**config.mk**
```make
export PLATFORM = sky130hd
export DESIGN_NAME = mem_report_scheduler
export DESIGN_NICKNAME = d
export VERILOG_FILES = /design/src/rtl/mem_report_scheduler_pkg.sv /design/src/rtl/mem_report_scheduler_rr_arbiter2.sv /design/src/rtl/mem_report_scheduler.sv
export SDC_FILE = /design/constraint.sdc
export NUM_CORES = 1
export LEC_CHECK = 0
export CAP_MARGIN = 10
export CORE_ASPECT_RATIO = 0.75
export CORE_UTILIZATION = 40
export DETAILED_ROUTE_END_ITERATION = 12
export GPL_TIMING_DRIVEN = 0
export PLACE_DENSITY = 0.67
export SETUP_SLACK_MARGIN = 0.05
export SLEW_MARGIN = 20
export SYNTH_ARGS = -nofsm -noshare
export SYNTH_HDL_FRONTEND = slang
export SYNTH_SLANG_ARGS = --single-unit
```
**constraint.sdc**
```tcl
create_clock -name clk -period 1.95 [get_ports clk]
set_input_delay 0.39 -clock clk [delete_from_list [all_inputs] [get_ports clk]]
set_output_delay 0.39 -clock clk [all_outputs]
set_load 0.1 [all_outputs]
```
**src/rtl/mem_report_scheduler_pkg.sv**
```systemverilog
// Shared definitions for the memory report scheduler.
//   - MRS_NBYTES(w)       : bytes needed to carry a w-bit field (ceil(w/8))
//   - MRS_ADDR_FIELD/DATA : slices of the {addr,data} word from mem_manager
//   - state_t             : message/response sequencing FSM encoding
//   - header bit positions and hdr_byte() header builder
//   - RR_MEM/RR_RESP      : round-robin pointer encodings
`define MRS_NBYTES(w) (((w) + 7) / 8)
`define MRS_ADDR_FIELD(num, aw, dw) num[(aw) + (dw) - 1 -: (aw)]
`define MRS_DATA_FIELD(num, dw) num[(dw) - 1 : 0]

package mem_report_scheduler_pkg;

    typedef enum logic [2:0] {
        S_IDLE = 3'd0,
        S_ARB  = 3'd1,
        S_HDR  = 3'd2,
        S_ADDR = 3'd3,
        S_DATA = 3'd4,
        S_RESP = 3'd5
    } state_t;

    localparam int HDR_OVR_BIT  = 7;
    localparam int HDR_REPL_BIT = 1;
    localparam int HDR_NEW_BIT  = 0;

    // Pointer value = requester preferred at the next contested grant.
    localparam logic RR_MEM  = 1'b0;
    localparam logic RR_RESP = 1'b1;

    function automatic logic [7:0] hdr_byte(input logic ovr, input logic repl);
        logic [7:0] h;
        h               = '0;
        h[HDR_OVR_BIT]  = ovr;
        h[HDR_REPL_BIT] = repl;
        h[HDR_NEW_BIT]  = ~repl;
        return h;
    endfunction

endpackage

```
**src/rtl/mem_report_scheduler_rr_arbiter2.sv**
```systemverilog
// Two-requester round-robin arbiter (module rr_arbiter2).
//   clk, reset     : clock, synchronous active-high reset
//   arb_en         : grants are only issued while high
//   req_mem/resp   : requests
//   gnt_mem/resp   : one-hot combinational grant
// The pointer flips to the other requester on every grant, so under
// contention the requester not served last wins.
module rr_arbiter2
    import mem_report_scheduler_pkg::*;
(
    input  logic clk,
    input  logic reset,
    input  logic arb_en,
    input  logic req_mem,
    input  logic req_resp,
    output logic gnt_mem,
    output logic gnt_resp
);

    logic prio_q, prio_d;

    always_comb begin
        gnt_mem  = 1'b0;
        gnt_resp = 1'b0;
        prio_d   = prio_q;
        if (arb_en) begin
            if (req_mem && (!req_resp || prio_q == RR_MEM)) gnt_mem = 1'b1;
            else if (req_resp)                              gnt_resp = 1'b1;
        end
        if (gnt_mem)  prio_d = RR_RESP;
        if (gnt_resp) prio_d = RR_MEM;
    end

    always_ff @(posedge clk) begin
        if (reset) prio_q <= RR_MEM;
        else       prio_q <= prio_d;
    end

endmodule

```
**src/rtl/mem_report_scheduler.sv**
```systemverilog
// Serialises mem_manager messages and host response bytes onto one UART TX
// byte stream, arbitrating round-robin at message granularity.
// Ports:
//   clk, reset              : clock, synchronous active-high reset
//   mem_num/replaced/valid  : {addr,data} message from mem_manager
//   mem_overrun             : sticky overrun flag; rising edge -> header bit 7
//   mem_ack                 : one-cycle capture pulse
//   resp_byte/valid/ready   : single-byte host responses
//   tx_byte/valid/ready     : registered byte stream to UART TX
//   busy                    : holding register occupied (includes in-flight msg)
//   filter_replaced         : only with MEM_REPORT_REPLACED_FILTER_EN; drops
//                             replaced=1 messages after acking them
// Message on the wire: header, ceil(ADDR_W/8) addr bytes, ceil(DATA_W/8) data
// bytes, all MSB first.
module mem_report_scheduler
    import mem_report_scheduler_pkg::*;
#(
    parameter int ADDR_W = 8,
    parameter int DATA_W = 16
) (
    input  logic                     clk,
    input  logic                     reset,
    input  logic [ADDR_W+DATA_W-1:0] mem_num,
    input  logic                     mem_replaced,
    input  logic                     mem_valid,
    input  logic                     mem_overrun,
    output logic                     mem_ack,
`ifdef MEM_REPORT_REPLACED_FILTER_EN
    input  logic                     filter_replaced,
`endif
    input  logic [7:0]               resp_byte,
    input  logic                     resp_valid,
    output logic                     resp_ready,
    output logic [7:0]               tx_byte,
    output logic                     tx_valid,
    input  logic                     tx_ready,
    output logic                     busy
);

    localparam int AB = `MRS_NBYTES(ADDR_W);
    localparam int DB = `MRS_NBYTES(DATA_W);

    state_t            state_q, state_d;
    logic              ack_q, ack_d;
    logic              hold_full_q, hold_full_d;
    logic [ADDR_W-1:0] hold_addr_q, hold_addr_d;
    logic [DATA_W-1:0] hold_data_q, hold_data_d;
    logic              hold_repl_q, hold_repl_d;
    logic              ovr_prev_q, ovr_pend_q, ovr_pend_d;
    logic [7:0]        tx_byte_q, tx_byte_d;
    logic              tx_valid_q, tx_valid_d;
    logic [7:0]        cnt_q, cnt_d;

    logic [AB*8-1:0]   addr_pad;
    logic [DB*8-1:0]   data_pad;
    logic              tx_hs, last_hs, drop;
    logic              arb_en, gnt_mem, gnt_resp;

    assign tx_hs   = tx_valid_q && tx_ready;
    assign last_hs = (state_q == S_DATA) && tx_hs && (cnt_q == 8'(DB));

`ifdef MEM_REPORT_REPLACED_FILTER_EN
    assign drop = filter_replaced && mem_replaced;
`else
    assign drop = 1'b0;
`endif

    // Hold arbitration for the capture cycle so a message being acked competes
    // as a ready request on the following cycle.
    assign arb_en = (state_q == S_ARB) && !ack_q;

    rr_arbiter2 u_arb (
        .clk      (clk),
        .reset    (reset),
        .arb_en   (arb_en),
        .req_mem  (hold_full_q),
        .req_resp (resp_valid),
        .gnt_mem  (gnt_mem),
        .gnt_resp (gnt_resp)
    );

    always_comb begin
        addr_pad               = '0;
        addr_pad[ADDR_W-1:0]   = hold_addr_q;
        data_pad               = '0;
        data_pad[DATA_W-1:0]   = hold_data_q;
    end

    always_comb begin
        state_d     = state_q;
        hold_full_d = hold_full_q;
        hold_addr_d = hold_addr_q;
        hold_data_d = hold_data_q;
        hold_repl_d = hold_repl_q;
        ovr_pend_d  = ovr_pend_q;
        tx_byte_d   = tx_byte_q;
        tx_valid_d  = tx_valid_q;
        cnt_d       = cnt_q;

        // The holding register may refill in the same cycle its last byte goes.
        ack_d = mem_valid && !ack_q && (!hold_full_q || last_hs);

        case (state_q)
            S_IDLE: state_d = S_ARB;
            S_ARB: begin
                if (gnt_mem) begin
                    tx_byte_d  = hdr_byte(ovr_pend_q, hold_repl_q);
                    tx_valid_d = 1'b1;
                    state_d    = S_HDR;
                end else if (gnt_resp) begin
                    tx_byte_d  = resp_byte;
                    tx_valid_d = 1'b1;
                    state_d    = S_RESP;
                end
            end
            S_HDR: begin
                if (tx_hs) begin
                    if (tx_byte_q[HDR_OVR_BIT]) ovr_pend_d = 1'b0;
                    tx_byte_d = addr_pad[(AB-1)*8 +: 8];
                    cnt_d     = 8'd1;
                    state_d   = S_ADDR;
                end
            end
            S_ADDR: begin
                if (tx_hs) begin
                    if (cnt_q == 8'(AB)) begin
                        tx_byte_d = data_pad[(DB-1)*8 +: 8];
                        cnt_d     = 8'd1;
                        state_d   = S_DATA;
                    end else begin
                        tx_byte_d = addr_pad[(AB-1-int'(cnt_q))*8 +: 8];
                        cnt_d     = cnt_q + 8'd1;
                    end
                end
            end
            S_DATA: begin
                if (tx_hs) begin
                    if (cnt_q == 8'(DB)) begin
                        tx_valid_d  = 1'b0;
                        hold_full_d = 1'b0;
                        state_d     = S_IDLE;
                    end else begin
                        tx_byte_d = data_pad[(DB-1-int'(cnt_q))*8 +: 8];
                        cnt_d     = cnt_q + 8'd1;
                    end
                end
            end
            S_RESP: begin
                if (tx_hs) begin
                    tx_valid_d = 1'b0;
                    state_d    = S_IDLE;
                end
            end
            default: state_d = S_IDLE;
        endcase

        // Latch on the edge that closes the ack cycle; mem_manager holds the
        // word until it sees the ack.
        if (ack_q) begin
            hold_addr_d = `MRS_ADDR_FIELD(mem_num, ADDR_W, DATA_W);
            hold_data_d = `MRS_DATA_FIELD(mem_num, DATA_W);
            hold_repl_d = mem_replaced;
            hold_full_d = !drop;
        end

        // A fresh overrun edge wins over a same-cycle header clear.
        if (mem_overrun && !ovr_prev_q) ovr_pend_d = 1'b1;
    end

    always_ff @(posedge clk) begin
        if (reset) begin
            state_q     <= S_IDLE;
            ack_q       <= 1'b0;
            hold_full_q <= 1'b0;
            hold_addr_q <= '0;
            hold_data_q <= '0;
            hold_repl_q <= 1'b0;
            ovr_prev_q  <= 1'b0;
            ovr_pend_q  <= 1'b0;
            tx_byte_q   <= 8'h00;
            tx_valid_q  <= 1'b0;
            cnt_q       <= 8'd0;
        end else begin
            state_q     <= state_d;
            ack_q       <= ack_d;
            hold_full_q <= hold_full_d;
            hold_addr_q <= hold_addr_d;
            hold_data_q <= hold_data_d;
            hold_repl_q <= hold_repl_d;
            ovr_prev_q  <= mem_overrun;
            ovr_pend_q  <= ovr_pend_d;
            tx_byte_q   <= tx_byte_d;
            tx_valid_q  <= tx_valid_d;
            cnt_q       <= cnt_d;
        end
    end

    assign mem_ack    = ack_q;
    assign tx_byte    = tx_byte_q;
    assign tx_valid   = tx_valid_q;
    assign busy       = hold_full_q;
    // The response byte is consumed exactly when its TX transfer happens.
    assign resp_ready = (state_q == S_RESP) && tx_hs;

endmodule

```
==> results of run 1 <==
-- final cells by class --
cell class                      count  area (sq um)
Multi-Input combinational cell    199          1480
Buffer                             14          83.8
Inverter                            5          18.8
Tap cell                           78          97.6
Sequential cell                    50          1020
Clock inverter                      2          13.8
Timing Repair Buffer               64           592
Fill cell                         522          2480
Clock buffer                        5          68.8
-- cells by family after synthesis --
| group | after synthesis |
|---|---|
| xor gates and xnor gates | 5 |
| and+or+nand+nor | 110 |
| buffers and inverters | 19 |
| muxes | 35 |
| DFF | 50 |
| adders and majority gates | 4 |
| AOI/OAI and AO/OA | 45 |
-- synthesized netlist by cell type, types with 3 or more instances --
library cell                n  area, sq um
sky130_fd_sc_hd__nor2b_1    6         37.5
sky130_fd_sc_hd__buf_1      3         11.3
sky130_fd_sc_hd__mux2i_1   34          340
sky130_fd_sc_hd__nor3_1     3         15.0
sky130_fd_sc_hd__dfxtp_1   50         1000
sky130_fd_sc_hd__o21a_1     3         22.5
sky130_fd_sc_hd__a311oi_2   6         90.1
sky130_fd_sc_hd__xor2_1     5         43.8
sky130_fd_sc_hd__clkbuf_1   8         30.0
sky130_fd_sc_hd__nand3_1    4         20.0
sky130_fd_sc_hd__and2b_1    3         22.5
sky130_fd_sc_hd__nor3b_1    3         22.5
sky130_fd_sc_hd__o22ai_1    3         18.8
sky130_fd_sc_hd__nand2_1   16         60.1
sky130_fd_sc_hd__a221oi_1   7         61.3
sky130_fd_sc_hd__a211oi_1   5         37.5
sky130_fd_sc_hd__inv_1      5         18.8
sky130_fd_sc_hd__ha_1       4         50.1
sky130_fd_sc_hd__nor2_1    54          203
sky130_fd_sc_hd__a21oi_1    7         35.0
-- registers in the layout (all words and copies together), names as in the netlist --
register	flops
data_pad	16
addr_pad	8
cnt_q	8
tx_byte	8
state_q	3
busy	1
hold_repl_q	1
mem_ack	1
ovr_pend_q	1
ovr_prev_q	1
tx_valid	1
u_arb.prio_q	1
-- path summary, 6_finish.rpt --
check / startpoint / endpoint / slack [ns] / depth (start not counted)
hold reg to reg: addr_pad[5] / addr_pad[5] / 0.51 / 2
setup / recovery: cnt_q[5] / state_q[0] / 0.02 / 5
setup reg to reg: cnt_q[5] / state_q[0] / 0.02 / 5
hold / removal: addr_pad[5] / addr_pad[5] / 0.51 / 2
-- per-layer routing --
layer | part of all wire | routed length (microns) | global-route usage
met5 | 0 | 0 | 0
met1 | 0.48 | 3330 | 0.325
met2 | 0.44 | 3060 | 0.310
met3 | 0.057 | 397 | 0.0428
met4 | 0.017 | 116 | 0.0608
-- worst max-delay path, cell delays in order, from the launching register on --
cell	delay, ns
sky130_fd_sc_hd__dfxtp_1	0.37
sky130_fd_sc_hd__nor3_4	0.31
sky130_fd_sc_hd__nand4_1	0.30
sky130_fd_sc_hd__a22oi_1	0.35
sky130_fd_sc_hd__nand3_1	0.19
sky130_fd_sc_hd__mux2_2	0.31
-- report_power, final --
group | internal, mW | switching (mW)
sequential | 1.15 | 0.105
clock | 0.247 | 0.361
combinational | 0.610 | 1.07
total | 2.01 | 1.53
-- layout by cell type, fill, tap and decap left out, types with 5 or more instances in the layout --
master	netlist	routed
sky130_fd_sc_hd__inv_1	5	5
sky130_fd_sc_hd__clkdlybuf4s50_1	0	37
sky130_fd_sc_hd__a221oi_1	7	6
sky130_fd_sc_hd__xor2_1	5	5
sky130_fd_sc_hd__clkbuf_2	0	7
sky130_fd_sc_hd__nor2_1	54	53
sky130_fd_sc_hd__clkbuf_1	8	6
sky130_fd_sc_hd__clkbuf_8	0	5
sky130_fd_sc_hd__a311oi_2	6	7
sky130_fd_sc_hd__nand2_1	16	16
sky130_fd_sc_hd__mux2i_1	34	34
sky130_fd_sc_hd__dfxtp_1	50	43
sky130_fd_sc_hd__buf_4	1	14
-- repair_timing --
action / CTS / global route
setup endpoints to repair: 23 / 21
buffers inserted: 4 / 11
pin swaps: 6 / 6
resized for setup: 49 / 27
==> out/summary.log, run 1 <==
[outcome] run status complete, no violations
[global_routing] number of global-route vias before repair 2,181
[global_routing] Overflow after GRT 0
[timing] unrepaired setup endpoints after global routing yes
[critical_path] type of element capturing the critical path register
[place] placed insts 395
[yosys] mapped cell area 2450 sq um
[global_routing] global-route wire length before repair 10,800 microns
[detailed_routing] Routed wire per std cell 16.6 microns
[die] core area 5860 sq um
[yosys] Cells after Synth 268
[flow_run] # Max-Cap Violations 0
[critical_path] worst-path maximum fanout 6
[critical_path] worst setup path category register to register
[yosys] simple-gate portion of the synthesized area 0.222
[detailed_routing] Detailed Routing Iterations Pass 1 5
[yosys] combinational family with the most area after synthesis simple AND/OR/NAND/NOR gates
[yosys] adder and majority gate portion of the synthesized area 0.0204
[yosys] Yosys reg bits 50
[layout] net count reported at finish 382
[die] Die Height 69.8 microns
[global_routing] global-route usage over all layers 0.216
[yosys] Post-synth EDFFs 0
[die] Die Area 6450 sq um
[detailed_routing] post-DR vias/cell 5.43
[layout] antenna cell count 0
[layout] proportion of layout cells with a drive suffix above 1 0.230
[yosys] XOR/XNOR Fraction of Synth Area 0.0179
[global_routing] pin count of the biggest net entering global routing 16
[timing] crit share post-route 0.991
[clock_network] CTS tree done
[clock_network] insertion delay to the later sink of the worst-skew pair 0.31 ns
[timing] summed negative setup slack over all endpoints 0 ns
[detailed_routing] DRC violation total after the first TritonRoute iteration 109
[timing] Hold Fails Final Rpt 0
[die] die extent in x 92.4 microns
[timing] total of endpoints with negative setup slack in the final report 0
[critical_path] kind of start point of the critical path register
[yosys] leading register cell type out of synthesis sky130_fd_sc_hd__dfxtp_1
[timing] count of final max-slew check failures 0
[place] final weighted congestion of routability-driven global placement 0.864
[clock_network] number of levels the H-tree was split into 2
[yosys] share of async-settable or async-resettable flops after synthesis 0
[clock_network] total of hold buffers inserted after clock tree synthesis 0
[global_routing] initial antenna violation count 0
[timing] Fmax achieved 517 MHz
[timing] pin slew with the least headroom to its limit 0.941 ns
[yosys] total of warnings raised by yosys 0
[die] starting density of the core 0.419
[yosys] part of the Yosys area used for sequential elements 0.408
[min_path] type of the most critical hold path register to register
[timing] Min Hold Slack 0.509 ns
[place] pre-CTS setup slack -0.708 ns
[yosys] synthesized-area fraction occupied by ao, oa, aoi and oai cells 0.154
[clock_network] clock sinks 50
[place] buffers added on ports 49
[power] worst-case vdd ir drop 0.309 mV
[detailed_routing] number of nets still failing antenna checks after routing 0
[layout] final design instance area without fill 3370 sq um
[timing] post-layout minimum cycle time 1.93 ns
[yosys] count of cell types in the netlist 51
[detailed_routing] post-route DRC violation count 0
[detailed_routing] total vias in the final route 2,264
[critical_path] required time of the worst setup path 2.16 ns
[clock_network] TritonCTS Buffers 5
[timing] worst clock skew on the final layout 0.0117 ns
[critical_path] signal arrival time at the worst endpoint 2.14 ns
[detailed_routing] wire length after detailed routing 6910 microns
[power] Leakage 1.22 nW
[layout] area grow syn2layout 37.6%
[power] total power consumption of the routed design 3.54 mW
[place] instance area after placement 3050 sq um
[clock_network] clock transition time at the flip-flop clock pins of the worst setup and hold paths 0.10 ns
[timing] post-route worst setup slack 0.0173 ns
[yosys] mux contribution to synthesized area 0.143
[yosys] net count after synthesis 311
[layout] post-route insts no fill 417
[clock_network] clock buffer depth 2
[layout] post-route core utilization 0.576
[power] P per Cell Area 1050 nW/um^2
[clock_network] clk root buf sky130_fd_sc_hd__clkbuf_8
[place] HPWL after DPL 4680 microns
[yosys] Post-Syn Area per Cell 9.15 sq um
[timing] Max-slew headroom 0.375
[die] Placement Rows 24
[die] top-level I/O count 51
(Power assumes the default switching activity.)
==> inputs of run 2 (changes only) <==
- SETUP_SLACK_MARGIN: 0.05 -> default
==> out/summary.log, run 2 (synthesis gave the netlist of run 1 again) <==
[outcome] run status complete, no violations [unchanged]
[detailed_routing] routed wl met3 330 microns [was 397 microns]
[global_routing] pin count of the biggest net entering global routing 17 [was 16]
[detailed_routing] number of nets still failing antenna checks after routing 0 [unchanged]
[critical_path] delay contributed by the slowest stage of the critical path 0.86 ns [was 0.37 ns]
[clock_network] insertion delay to the later sink of the worst-skew pair 0.31 ns [about the same]
[detailed_routing] Routed wire per std cell 15.7 microns [was 16.6 microns]
[place] pre-CTS setup slack -0.732 ns [was -0.708 ns]
[place] final weighted congestion of routability-driven global placement 0.872 [was 0.864]
[timing] pin slew with the least headroom to its limit 0.960 ns [was 0.941 ns]
[critical_path] CP Buf/Inv Count 1 [was 0]
[critical_path] kind of start point of the critical path register [unchanged]
[critical_path] capture instance of the worst register-to-register path state_q[0] [unchanged]
[clock_network] total of hold buffers inserted after clock tree synthesis 0 [unchanged]
[power] total power consumption of the routed design 3.50 mW [was 3.54 mW]
[layout] area grow syn2layout 31.9% [was 37.6%]
[global_routing] global-route wire length before repair 10,500 microns [was 10,800 microns]
[timing] post-route worst setup slack 0.0480 ns [was 0.0173 ns]
[critical_path] required time of the worst setup path 1.56 ns [was 2.16 ns]
[power] P per Cell Area 1080 nW/um^2 [was 1050 nW/um^2]
[min_path] worst hold path stage count 2 [unchanged]
[min_path] end of the worst hold path data_pad[0] [was addr_pad[5]]
[layout] antenna cell count 0 [unchanged]
[clock_network] clk root buf sky130_fd_sc_hd__clkbuf_8 [unchanged]
[critical_path] worst-path cell chain dlygate4sd2_1 [was nor3_4 > nand4_1 > a22oi_1 > nand3_1 > mux2_2]
[die] Die Area 6450 sq um [unchanged]
[critical_path] type of element capturing the critical path primary output [was register]
[layout] final design instance area without fill 3230 sq um [was 3370 sq um]
[detailed_routing] M1 WL 3290 microns [was 3330 microns]
[timing] Hold Fails Final Rpt 0 [unchanged]
[critical_path] worst-path maximum fanout 2 [was 6]
[critical_path] signal arrival time at the worst endpoint 1.51 ns [was 2.14 ns]
[critical_path] worst setup path category register to primary output [was register to register]
[layout] net count reported at finish 368 [was 382]
[detailed_routing] wire length on met2 2680 microns [was 3060 microns]
[critical_path] setup slack of the worst register-to-register path 0.05 ns [was 0.02 ns]
[clock_network] CTS tree done [unchanged]
[timing] post-layout minimum cycle time 1.90 ns [was 1.93 ns]
[layout] most common library cell in the layout ignoring fill and taps sky130_fd_sc_hd__nor2_1 [unchanged]
[power] Leakage 1.16 nW [was 1.22 nW]
[timing] Fmax achieved 526 MHz [was 517 MHz]
[power] worst-case vdd ir drop 0.425 mV [was 0.309 mV]
[die] core area 5860 sq um [unchanged]
[die] Placement Rows 24 [unchanged]
[clock_network] number of levels the H-tree was split into 2 [unchanged]
[layout] post-route insts no fill 404 [was 417]
[detailed_routing] highest signal layer in the routed design met4 [unchanged]
[timing] crit share post-route 0.975 [was 0.991]
[flow_run] # Max-Cap Violations 0 [unchanged]
[clock_network] clock transition time at the flip-flop clock pins of the worst setup and hold paths 0.10 ns [about the same]
[place] buffers added on ports 49 [unchanged]
[detailed_routing] wire length after detailed routing 6350 microns [was 6910 microns]
[timing] Max-slew headroom 0.362 [was 0.375]
[clock_network] clock sinks 50 [unchanged]
[timing] unrepaired setup endpoints after global routing yes [unchanged]
[timing] count of final max-slew check failures 0 [unchanged]
[critical_path] standard cell with the maximum stage delay on the critical path sky130_fd_sc_hd__dlygate4sd2_1 [was sky130_fd_sc_hd__dfxtp_1]
[die] top-level I/O count 51 [unchanged]
[place] instance area after placement 3050 sq um [about the same]
[die] starting density of the core 0.419 [unchanged]
[critical_path] reg-to-reg startpoint cnt_q[0] [was cnt_q[5]]
[layout] commonest cells after routing, fill and taps aside sky130_fd_sc_hd__nor2_1 (53), sky130_fd_sc_hd__dfxtp_1 (43), sky130_fd_sc_hd__clkdlybuf4s50_1 (37) [unchanged]
[global_routing] Overflow after GRT 0 [unchanged]
[die] Die Height 69.8 microns [unchanged]
[detailed_routing] DRC violation total after the first TritonRoute iteration 132 [was 109]
[die] die extent in x 92.4 microns [unchanged]
[place] HPWL after DPL 4570 microns [was 4680 microns]
[global_routing] global-route usage over all layers 0.210 [was 0.216]
[clock_network] clock buffer depth 2 [unchanged]
[clock_network] TritonCTS Buffers 5 [unchanged]
[min_path] type of the most critical hold path register to register [unchanged]
[critical_path] logic depth of the worst register-to-register path 8 [was 5]
[timing] total of endpoints with negative setup slack in the final report 0 [unchanged]
[min_path] startpoint of the most critical hold path data_pad[0] [was addr_pad[5]]
[critical_path] family with the most delay on the worst path buffers and inverters [was simple AND/OR/NAND/NOR gates]
[detailed_routing] total vias in the final route 2,143 [was 2,264]
[layout] flip-flop count of the largest register after layout 16 [unchanged]
[global_routing] initial antenna violation count 0 [unchanged]
[place] placed insts 395 [unchanged]
[detailed_routing] post-route DRC violation count 0 [unchanged]
[global_routing] number of global-route vias before repair 2,033 [was 2,181]
[detailed_routing] Detailed Routing Iterations Pass 1 5 [unchanged]
[timing] worst clock skew on the final layout 0.0105 ns [was 0.0117 ns]
[layout] proportion of layout cells with a drive suffix above 1 0.147 [was 0.230]
[detailed_routing] post-DR vias/cell 5.30 [was 5.43]
[run 2: cell types whose count changed in the layout (fill, tap and decap cells not counted), sizes merged]
cell,previous run,this run
dlygate4sd2,0,2
clkinvlp,1,0
clkdlybuf4s15,5,8
clkinv,0,1
bufinv,0,1
clkbuf,18,14
buf,23,8
[run 2: how the worst max path moves through the flow]
stage	from	to	slack [ns]	cells after the start
floorplan	mem_ack	addr_pad[7]	0.007	4
global placement	tx_ready	resp_ready	-0.72	3
detailed placement	tx_ready	resp_ready	-0.73	3
CTS	tx_valid	tx_valid	0.0002	1
global route	cnt_q[3]	state_q[0]	-0.08	5
finish	tx_byte[3]	tx_byte[3]	0.05	1
[run 2: area by class of cell]
class / instances / area, sq um
plain buffers: 12 / 61.3
clock buffers: 5 / 68.8
clock inverters: 3 / 43.8
fillers: 512 / 2620
inverters: 5 / 18.8
multi-input cells: 199 / 1430
flip-flops and latches: 50 / 1010
well taps: 78 / 97.6
repair buffers: 52 / 507
[run 2: repair_timing]
action	CTS	global route
pin swaps	0	1
setup buffers	1	2
endpoints found under the hold margin	0	0
endpoints found under the setup margin	32	32
resized for setup	28	22
[run 2: through the flow]
| step | hold WS, ns | setup TNS [ns] | util |
|---|---|---|---|
| floorplan | 0.455 | 0 | - |
| global placement | 0.476 | -5.55 | 0.520 |
| detailed placement | 0.483 | -5.19 | 0.520 |
| CTS | 0.505 | 0 | 0.544 |
| global route | 0.529 | -0.0863 | 0.552 |
| finish | 0.504 | 0 | 0.552 |
[run 2: routing by layer]
layer  vias to the layer above  global-route usage
met4                         0              0.0451
met2                        60               0.300
li1                       1073                   -
met3                         8              0.0493
met5                         -                   0
met1                      1002               0.318
[run 2: power by group]
part	switching [mW]	total [mW]	leakage, nW	internal [mW]
Combinational	0.969	1.47	0.691	0.499
Sequential	0.124	1.27	0.411	1.15
Clock	0.370	0.756	0.0585	0.385
Total	1.46	3.50	1.16	2.03
==> inputs of run 3 (changes only) <==
- CORE_ASPECT_RATIO: 0.75 -> 0.9
- clock period: 1.95 -> 1.6 ns (I/O delays scaled with it)
==> out/summary.log, run 3 (synthesis gave the netlist of run 1 again) <==
[clock_network] clock buffer depth 2 [unchanged]
[layout] commonest cells after routing, fill and taps aside sky130_fd_sc_hd__nor2_1 (48), sky130_fd_sc_hd__dfxtp_1 (41), sky130_fd_sc_hd__clkdlybuf4s50_1 (35) [was sky130_fd_sc_hd__nor2_1 (53), sky130_fd_sc_hd__dfxtp_1 (43), sky130_fd_sc_hd__clkdlybuf4s50_1 (37)]
[clock_network] TritonCTS Buffers 5 [unchanged]
[clock_network] insertion delay to the later sink of the worst-skew pair 0.30 ns [was 0.31 ns]
[timing] total of endpoints with negative setup slack in the final report 12 [was 0]
[layout] final design instance area without fill 3610 sq um [was 3230 sq um]
[critical_path] capture instance of the worst register-to-register path tx_byte[1] [was state_q[0]]
[timing] count of final max-slew check failures 0 [unchanged]
[place] buffers added on ports 49 [unchanged]
[detailed_routing] wire length after detailed routing 6400 microns [was 6350 microns]
[global_routing] Overflow after GRT 0 [unchanged]
[timing] summed negative setup slack over all endpoints -1.53 ns [was 0 ns]
[min_path] startpoint of the most critical hold path resp_valid [was data_pad[0]]
[timing] Max-slew headroom 0.562 [was 0.362]
[timing] Hold Fails Final Rpt 0 [unchanged]
[power] worst-case vdd ir drop 0.465 mV [was 0.425 mV]
[outcome] violated checks design-rule violations, negative setup slack
[power] Leakage 1.31 nW [was 1.16 nW]
[die] Die Height 76.3 microns [was 69.8 microns]
[power] part of the power in registers 0.341 [was 0.364]
[timing] post-route worst setup slack -0.177 ns [was 0.0480 ns]
[place] HPWL after DPL 4380 microns [was 4570 microns]
[clock_network] CTS tree done [unchanged]
[min_path] type of the most critical hold path primary input to register [was register to register]
[clock_network] clk root buf sky130_fd_sc_hd__clkbuf_8 [unchanged]
[timing] post-layout minimum cycle time 1.78 ns
[min_path] worst hold path stage count 4 [was 2]
[power] Sw Share 0.415 [was 0.418]
[critical_path] signal arrival time at the worst endpoint 2.00 ns [was 1.51 ns]
[power] portion of total power attributed to the clock network 0.179 [was 0.216]
[critical_path] reg-to-reg startpoint state_q[0] [was cnt_q[0]]
[critical_path] worst-path maximum fanout 4 [was 2]
[global_routing] global-route usage over all layers 0.204 [was 0.210]
[layout] area grow syn2layout 47.3% [was 31.9%]
[detailed_routing] Detailed Routing Iterations Pass 1 10 [was 5]
[detailed_routing] DRC violation total after the first TritonRoute iteration 94 [was 132]
[power] P_sw 1.90 mW [was 1.46 mW]
[global_routing] pin count of the biggest net entering global routing 16 [was 17]
[detailed_routing] post-route DRC violation count 1 [was 0]
[timing] Min Hold Slack 0.459 ns [was 0.504 ns]
[layout] post-route core utilization 0.624 [was 0.552]
[critical_path] type of element capturing the critical path register [was primary output]
[global_routing] global-route wire length before repair 10,300 microns [was 10,500 microns]
[place] final weighted congestion of routability-driven global placement 0.852 [was 0.872]
[critical_path] logic depth of the worst register-to-register path 7 [was 8]
[timing] worst clock skew on the final layout 0.00345 ns [was 0.0105 ns]
[power] total power consumption of the routed design 4.58 mW [was 3.50 mW]
[timing] Fmax achieved 563 MHz
[clock_network] clock sinks 50 [unchanged]
[layout] proportion of layout cells with a drive suffix above 1 0.294 [was 0.147]
[layout] flip-flop count of the largest register after layout 16 [unchanged]
[outcome] run status finished with violations [was complete, no violations]
[detailed_routing] total vias in the final route 2,224 [was 2,143]
[min_path] end of the worst hold path u_arb.prio_q [was data_pad[0]]
[detailed_routing] Routed wire per std cell 15.5 microns [was 15.7 microns]
[critical_path] setup slack of the worst register-to-register path -0.18 ns [was 0.05 ns]
[critical_path] kind of start point of the critical path register [unchanged]
[power] P per Cell Area 1270 nW/um^2 [was 1080 nW/um^2]
[timing] pin slew with the least headroom to its limit 0.657 ns [was 0.960 ns]
[die] Die Area 6450 sq um [about the same]
[layout] most common library cell in the layout ignoring fill and taps sky130_fd_sc_hd__nor2_1 [unchanged]
[die] core area 5790 sq um [was 5860 sq um]
[die] top-level I/O count 51 [unchanged]
[detailed_routing] number of nets still failing antenna checks after routing 0 [unchanged]
[flow_run] # Max-Cap Violations 0 [unchanged]
[timing] crit share post-route 1.11
[clock_network] total of hold buffers inserted after clock tree synthesis 0 [unchanged]
[die] starting density of the core 0.424 [was 0.419]
[clock_network] number of levels the H-tree was split into 2 [unchanged]
[critical_path] required time of the worst setup path 1.82 ns [was 1.56 ns]
[die] Placement Rows 26 [was 24]
[detailed_routing] post-DR vias/cell 5.37 [was 5.30]
[global_routing] initial antenna violation count 0 [unchanged]
[power] internal power consumption 2.68 mW [was 2.03 mW]
[die] die extent in x 84.5 microns [was 92.4 microns]
[timing] unrepaired setup endpoints after global routing yes [unchanged]
[critical_path] worst setup path category register to register [was register to primary output]
[layout] antenna cell count 0 [unchanged]
[layout] net count reported at finish 386 [was 368]
[clock_network] clock transition time at the flip-flop clock pins of the worst setup and hold paths 0.09 ns [was 0.10 ns]
[power] proportion of power drawn by combinational gates 0.481 [was 0.420]
[place] instance area after placement 3090 sq um [was 3050 sq um]
[global_routing] number of global-route vias before repair 2,084 [was 2,033]
==> run 3: area by class of cell <==
cell class | instances | area, sq um
Fill cell | 485 | 2180
Buffer | 11 | 68.8
Multi-Input combinational cell | 199 | 1580
Clock inverter | 1 | 8.76
Sequential cell | 50 | 1030
Inverter | 5 | 21.3
Clock buffer | 7 | 96.3
Timing Repair Buffer | 71 | 712
Tap cell | 70 | 87.6
==> run 3: worst max-delay path, cell delays in order, from the launching register on <==
cell and delay [ns]:
sky130_fd_sc_hd__dfxtp_4 0.37, sky130_fd_sc_hd__or3b_4 0.42, sky130_fd_sc_hd__buf_6 0.13, sky130_fd_sc_hd__nor2_4 0.13, sky130_fd_sc_hd__a211o_4 0.21, sky130_fd_sc_hd__buf_4 0.14, sky130_fd_sc_hd__nor2_2 0.04, sky130_fd_sc_hd__a311oi_2 0.23
==> run 3: through the flow <==
step                instances  worst slack, ns
floorplan                 268           -0.137
global placement          387           -0.906
detailed placement        387           -0.902
CTS                       405           -0.203
global route              414           -0.249
finish                    414           -0.177
==> run 3: repair_timing <==
action / 4_1_cts / 5_1_grt
cloned: 1 / 0
endpoints found under the setup margin: 31 / 24
gates resized for setup: 74 / 39
pin swaps: 14 / 27
setup buffers: 11 / 11
==> run 3: power groups by stage <==
stage / sequential, mW / clock, mW / combinational (mW)
2_1_floorplan: 2.07 / 0 / 0.806
3_3_place_gp: 1.55 / 0 / 1.77
3_5_place_dp: 1.55 / 0 / 1.78
4_1_cts: 1.53 / 0.837 / 2.02
5_1_grt: 1.58 / 0.911 / 2.32
6_report: 1.56 / 0.818 / 2.20
==> run 3: worst max-delay path by stage <==
stage	startpoint	to	slack [ns]	cells after the start
6_report	state_q[0]	tx_byte[1]	-0.18	7
5_1_grt	state_q[0]	tx_byte[4]	-0.25	7
4_1_cts	state_q[1]	tx_byte[0]	-0.20	6
3_5_place_dp	tx_ready	resp_ready	-0.90	3
3_3_place_gp	tx_ready	resp_ready	-0.91	3
2_1_floorplan	state_q[1]	tx_byte[0]	-0.14	7
==> run 3: routing by layer <==
layer / track usage / vias to the layer above / part of all wire
li1: - / 1104 / -
met3: 0.0563 / 9 / 0.054
met4: 0.0746 / 0 / 0.015
met5: 0 / - / 0
met1: 0.286 / 1049 / 0.48
met2: 0.298 / 62 / 0.45
